$ cat src/rtl/pc_unit_ras.sv
// Fetch-stage program counter with hold/+4/absolute/relative updates and
// call/return support through a circular return-address stack.
module pc_unit_ras #(
  parameter int unsigned    W        = 64,
  parameter int unsigned    DEPTH    = 8,
  parameter logic [W-1:0]   RESET_PC = '0
) (
  input  logic         clock,
  input  logic         reset,
  input  logic [2:0]   PS,
  input  logic [W-1:0] in,
  input  logic         stall,
  output logic [W-1:0] PC,
  output logic [W-1:0] PC4,
  output logic         ras_empty,
  output logic         ras_full,
  output logic         ras_overflow,
  output logic         ras_underflow
);

  localparam int unsigned PW = (DEPTH > 1) ? $clog2(DEPTH) : 1;
  localparam int unsigned CW = $clog2(DEPTH + 1);
  localparam logic [CW-1:0] FULL_CNT = CW'(DEPTH);

  logic [W-1:0]  pc_q;
  logic [W-1:0]  stack [DEPTH];
  logic [PW-1:0] ptr;
  logic [PW-1:0] ptr_inc;
  logic [CW-1:0] count;
  logic          ovf_q;
  logic          unf_q;

  logic [W-1:0]  off;
  logic [W-1:0]  rel;
  logic [W-1:0]  pc_next;
  logic          do_push;
  logic          do_pop;
  logic          set_unf;

  assign PC            = pc_q;
  assign PC4           = pc_q + W'(4);
  assign off           = {in[W-3:0], 2'b00};
  assign rel           = PC4 + off;
  assign ptr_inc       = ptr + PW'(1);
  assign ras_empty     = (count == '0);
  assign ras_full      = (count == FULL_CNT);
  assign ras_overflow  = ovf_q;
  assign ras_underflow = unf_q;

  always_comb begin
    pc_next = pc_q;
    do_push = 1'b0;
    do_pop  = 1'b0;
    set_unf = 1'b0;
    case (PS)
      3'b000: pc_next = pc_q;
      3'b001, 3'b111: pc_next = PC4;
      3'b010: pc_next = in;
      3'b011: pc_next = rel;
      3'b100: begin
        do_push = 1'b1;
        pc_next = in;
      end
      3'b101: begin
        do_push = 1'b1;
        pc_next = rel;
      end
      3'b110: begin
        // A return with nothing stacked falls through rather than jumping to stale data.
        if (ras_empty) begin
          set_unf = 1'b1;
          pc_next = PC4;
        end else begin
          do_pop  = 1'b1;
          pc_next = stack[ptr];
        end
      end
    endcase
  end

  always_ff @(posedge clock) begin
    if (reset) begin
      pc_q  <= RESET_PC;
      ptr   <= '0;
      count <= '0;
      ovf_q <= 1'b0;
      unf_q <= 1'b0;
    end else if (!stall) begin
      pc_q <= pc_next;
      if (do_push) begin
        ptr <= ptr_inc;
        // When full the write lands on the oldest slot, so depth stays saturated.
        if (ras_full) ovf_q <= 1'b1;
        else          count <= count + CW'(1);
      end
      if (do_pop) begin
        ptr   <= ptr - PW'(1);
        count <= count - CW'(1);
      end
      if (set_unf) unf_q <= 1'b1;
    end
  end

  always_ff @(posedge clock) begin
    if (!reset && !stall && do_push) stack[ptr_inc] <= PC4;
  end

endmodule

$ cat config.mk
export PLATFORM = sky130hd
export DESIGN_NAME = pc_unit_ras
export DESIGN_NICKNAME = d
export VERILOG_FILES = /design/src/rtl/pc_unit_ras.sv
export SDC_FILE = /design/constraint.sdc
export NUM_CORES = 1
export LEC_CHECK = 0
export ABC_AREA = 1
export ABC_CLOCK_PERIOD_IN_PS = 9040
export CAP_MARGIN = 0
export CORE_ASPECT_RATIO = 1.5
export CORE_MARGIN = 8
export CORE_UTILIZATION = 30
export CTS_CLUSTER_SIZE = 30
export DETAILED_ROUTE_END_ITERATION = 10
export GPL_TIMING_DRIVEN = 0
export PLACE_DENSITY = 0.53
export SLEW_MARGIN = 25
export SYNTH_ARGS = -nofsm -noshare
export SYNTH_HDL_FRONTEND = slang
export SYNTH_SLANG_ARGS = --single-unit
$ cat constraint.sdc
create_clock -name clock -period 9.04 [get_ports clock]
set_clock_uncertainty 0.2 [all_clocks]
set_input_delay 2.26 -clock clock [delete_from_list [all_inputs] [get_ports clock]]
set_output_delay 2.26 -clock clock [all_outputs]
set_load 0.005 [all_outputs]
==> out/results.ini, run 1 <==
[route]
totalWireLength_um=151000
post_drt_wl_per_cell_um=27.4
drt_iter0_markers=2943
ant_nets=0
via_count=28600
route.detailed.drc=0
first_pass_iters=6
viasPerCell=5.18

[setup_path]
ff2ff_setup_slack_ns=3.48
path_max_fanout=10
crit_path_start_kind=register
timing.rr.end=PC[56]$_SDFFE_PP0P_
r2r_cells=20
crit_start=PC[3]$_SDFFE_PP0P_
arrival_ns=4.08
r2r-start=PC[3]$_SDFFE_PP0P_
crit_required_ns=6.58
endpoint=PC4[52]
critical_path_class=register to primary output
cp-end-kind=primary output

[synthesis]
synth_top_family_by_area=simple AND/OR/NAND/NOR gates
synth_seq_cells=588
synth_edf_count=512
synth-simple-area-share=0.244
syn_nets=3920
yosysMostFrequentCell=nand2_1
synth_fa_ha_area_frac=0.0319
synth.area.top_cells=edfxtp_1 (48%), nand2_1 (13%), nor2_1 (5.4%)
synth_compound_area_frac=0.112
ys_seq_area_frac=0.531
avgSynthCellArea_um2=8.45
syn_inst=3770
synth_flop_cell=edfxtp_1
ys_types=53
yosys_warnings=0
yosys.area.top_type=edfxtp_1
muxShareOfSynthArea=0
async_reset_ff_frac=0
netlist_top_cells_count=nand2_1 (1064), edfxtp_1 (512), nor2_1 (461), inv_1 (403), a21oi_1 (251)
syn_area_mm2=0.0318
synth_top_area_share=0.483
synth-xor-area-share=0.0128

[floorplan]
die-height_um=415
die_area_mm2=0.117
die_width_um=282
rows=146
start_util=0.302
core_mm2=0.105
io_pins=202

[worst_hold_path]
hold_class=register to register

[grt]
grt_max_degree=21
grt-ovfl-total=0
grt_use_total=0.250
antenna_found_initial=3
grt_pass1_vias=27600
grt_pass1_wl_um=208000

[pwr]
swShare=0.304
p_per_area_mw_per_mm2=175
vdd_drop_max_v=0.000171
power_frac_comb=0.182
power_mw=6.75
switchingPower_mw=2.05
p_int_mw=4.70
p_leak_nw=15.4
seq_power_share=0.458
clkPwrFrac=0.360

[clock_network]
numClockSinks=588
cts-htree-levels=2
cts_tree=yes
clock_latency_ns=0.68
cts_made_buffers=57
cts.clk_slew.worst_paths_ns=0.07
clock-root-buffer=clkbuf_16
cts_max_path_buffers=3
cts_hold_buf=0
ctsResizeCount=0
postCtsSetupBuffers=0

[placement]
dpl_cell_area_mm2=0.0366
io_buffer_count=200
pre_cts_slack_ns=3.05
gp_congestion=1.01
dp_hpwl_um=120000

[sta]
finalSetupViolations=0
rsz0062_at_grt=no
fmax_ghz=0.153
min_period_over_period=0.723
worstMarginPinSlew_ns=1.09
slew_headroom=0.272
fin_crit_ns=6.54
drv_slew=0
layout_setup_ws_ns=2.50
hold_viol=0
whs_ns=0.287

[run_status]
outcome=finished clean

[cells_and_area]
fin_area_mm2=0.0385
nets=4216
drive_gt1_frac=0.0710
fillers=10900
area_growth_pct=20.9

[flow_run]
drv_cap=0

==> stage by stage <==
| step | TNS (ns) | util | std cells |
|---|---|---|---|
| 5_1_grt | 0 | 0.365 | 5518 |
| 2_1_floorplan | 0 | - | 3770 |
| 4_1_cts | 0 | 0.365 | 5518 |
| 6_report | 0 | 0.365 | 5519 |
| 3_3_place_gp | -570.21 | 0.338 | 5376 |
| 3_5_place_dp | 0 | 0.347 | 5413 |
==> final cells by class <==
cell class	instances	area [um2]	area share
clock buffers	77	1540	0.0400
multi-input cells	2616	12900	0.336
inverters	422	1580	0.0411
repair buffers	237	2830	0.0735
clock inverters	28	319	0.00829
plain buffers	144	633	0.0164
well taps	1406	1760	0.0457
flip-flops and latches	588	16900	0.439
diodes	1	2.50	0.0000650
==> per-layer routing <==
layer	vias to the layer above	track usage	part of all wire
li1	13200	-	-
met1	13800	0.288	0.38
met2	1247	0.423	0.48
met3	348	0.0404	0.066
met4	0	0.164	0.078
met5	-	0	0
==> worst max-delay path, cell delays in order (launching register included) <==
cell	delay [ns]
dfxtp_1	0.49
ha_1	0.25
nand2_2	0.08
inv_1	0.10
nand3_2	0.29
nor3_1	0.44
nand2_1	0.33
o21bai_1	0.27
and2_1	0.51
clkdlybuf4s50_1	0.62
==> power by group through the flow <==
stage	combinational (mW)	clock, mW	sequential [mW]
detailed placement	1.21	0	3.15
floorplan	0.604	0	3.11
global placement	1.19	0	3.15
CTS	1.22	2.44	3.09
global route	1.31	2.53	3.09
finish	1.23	2.43	3.09
==> cell usage in the layout, fill, tap and decap left out, types with 76 or more instances in the layout <==
cell type,count
nand3_1,209
a21oi_1,251
inv_1,403
ha_1,78
nand2_1,1064
edfxtp_1,512
nor2_1,453
dfxtp_1,76
o21ai_0,187
clkdlybuf4s50_1,200
==> flip-flops by register name (all words and copies together) (netlist names), named ones only <==
signal and count:
ptr 3, ras_underflow 1, count 4, stack 512, ras_overflow 1, PC 64
==> cells by family after synthesis <==
group | after synthesis
simple gates | 1880
compound gates | 613
flops | 588
buf+inv | 566
fa+ha+maj | 80
xor+xnor | 43
==> how the worst min path moves through the flow <==
stage / startpoint / end / slack (ns) / cells past startpoint
2_1_floorplan: count[3]$_SDFFE_PP0P_ / count[3]$_SDFFE_PP0P_ / 0.24 / 1
3_3_place_gp: ras_underflow$_SDFFE_PP0P_ / ras_underflow$_SDFFE_PP0P_ / 0.26 / 2
3_5_place_dp: ras_underflow$_SDFFE_PP0P_ / ras_underflow$_SDFFE_PP0P_ / 0.27 / 2
4_1_cts: count[3]$_SDFFE_PP0P_ / count[3]$_SDFFE_PP0P_ / 0.29 / 1
5_1_grt: ras_overflow$_SDFFE_PP0P_ / ras_overflow$_SDFFE_PP0P_ / 0.31 / 1
6_report: ras_overflow$_SDFFE_PP0P_ / ras_overflow$_SDFFE_PP0P_ / 0.29 / 1
(Power assumes the default switching activity.)
==> inputs of run 2 (changes only) <==
--- a/config.mk
+++ b/config.mk
@@ -6,7 +6,7 @@
 export NUM_CORES = 1
 export LEC_CHECK = 0
 export ABC_AREA = 1
-export ABC_CLOCK_PERIOD_IN_PS = 9040
+export ABC_CLOCK_PERIOD_IN_PS = 6300
 export CAP_MARGIN = 0
 export CORE_ASPECT_RATIO = 1.5
 export CORE_MARGIN = 8
==> constraint.sdc (replaced) <==
create_clock -name clock -period 6.3 [get_ports clock]
set_clock_uncertainty 0.2 [all_clocks]
set_input_delay 1.575 -clock clock [delete_from_list [all_inputs] [get_ports clock]]
set_output_delay 1.575 -clock clock [all_outputs]
set_load 0.005 [all_outputs]
==> results of run 2 <==
Same layout as run 1 (identical final DEF). Status: finished clean.
Main changes from that run: setup slack after placement 3.05 ns -> 0.997 ns; setup slack after layout 2.50 ns -> 0.446 ns; register-to-register setup slack 3.48 ns -> 0.74 ns; total power 6.75 mW -> 9.68 mW; worst IR drop on VDD 0.000171 V -> 0.000245 V
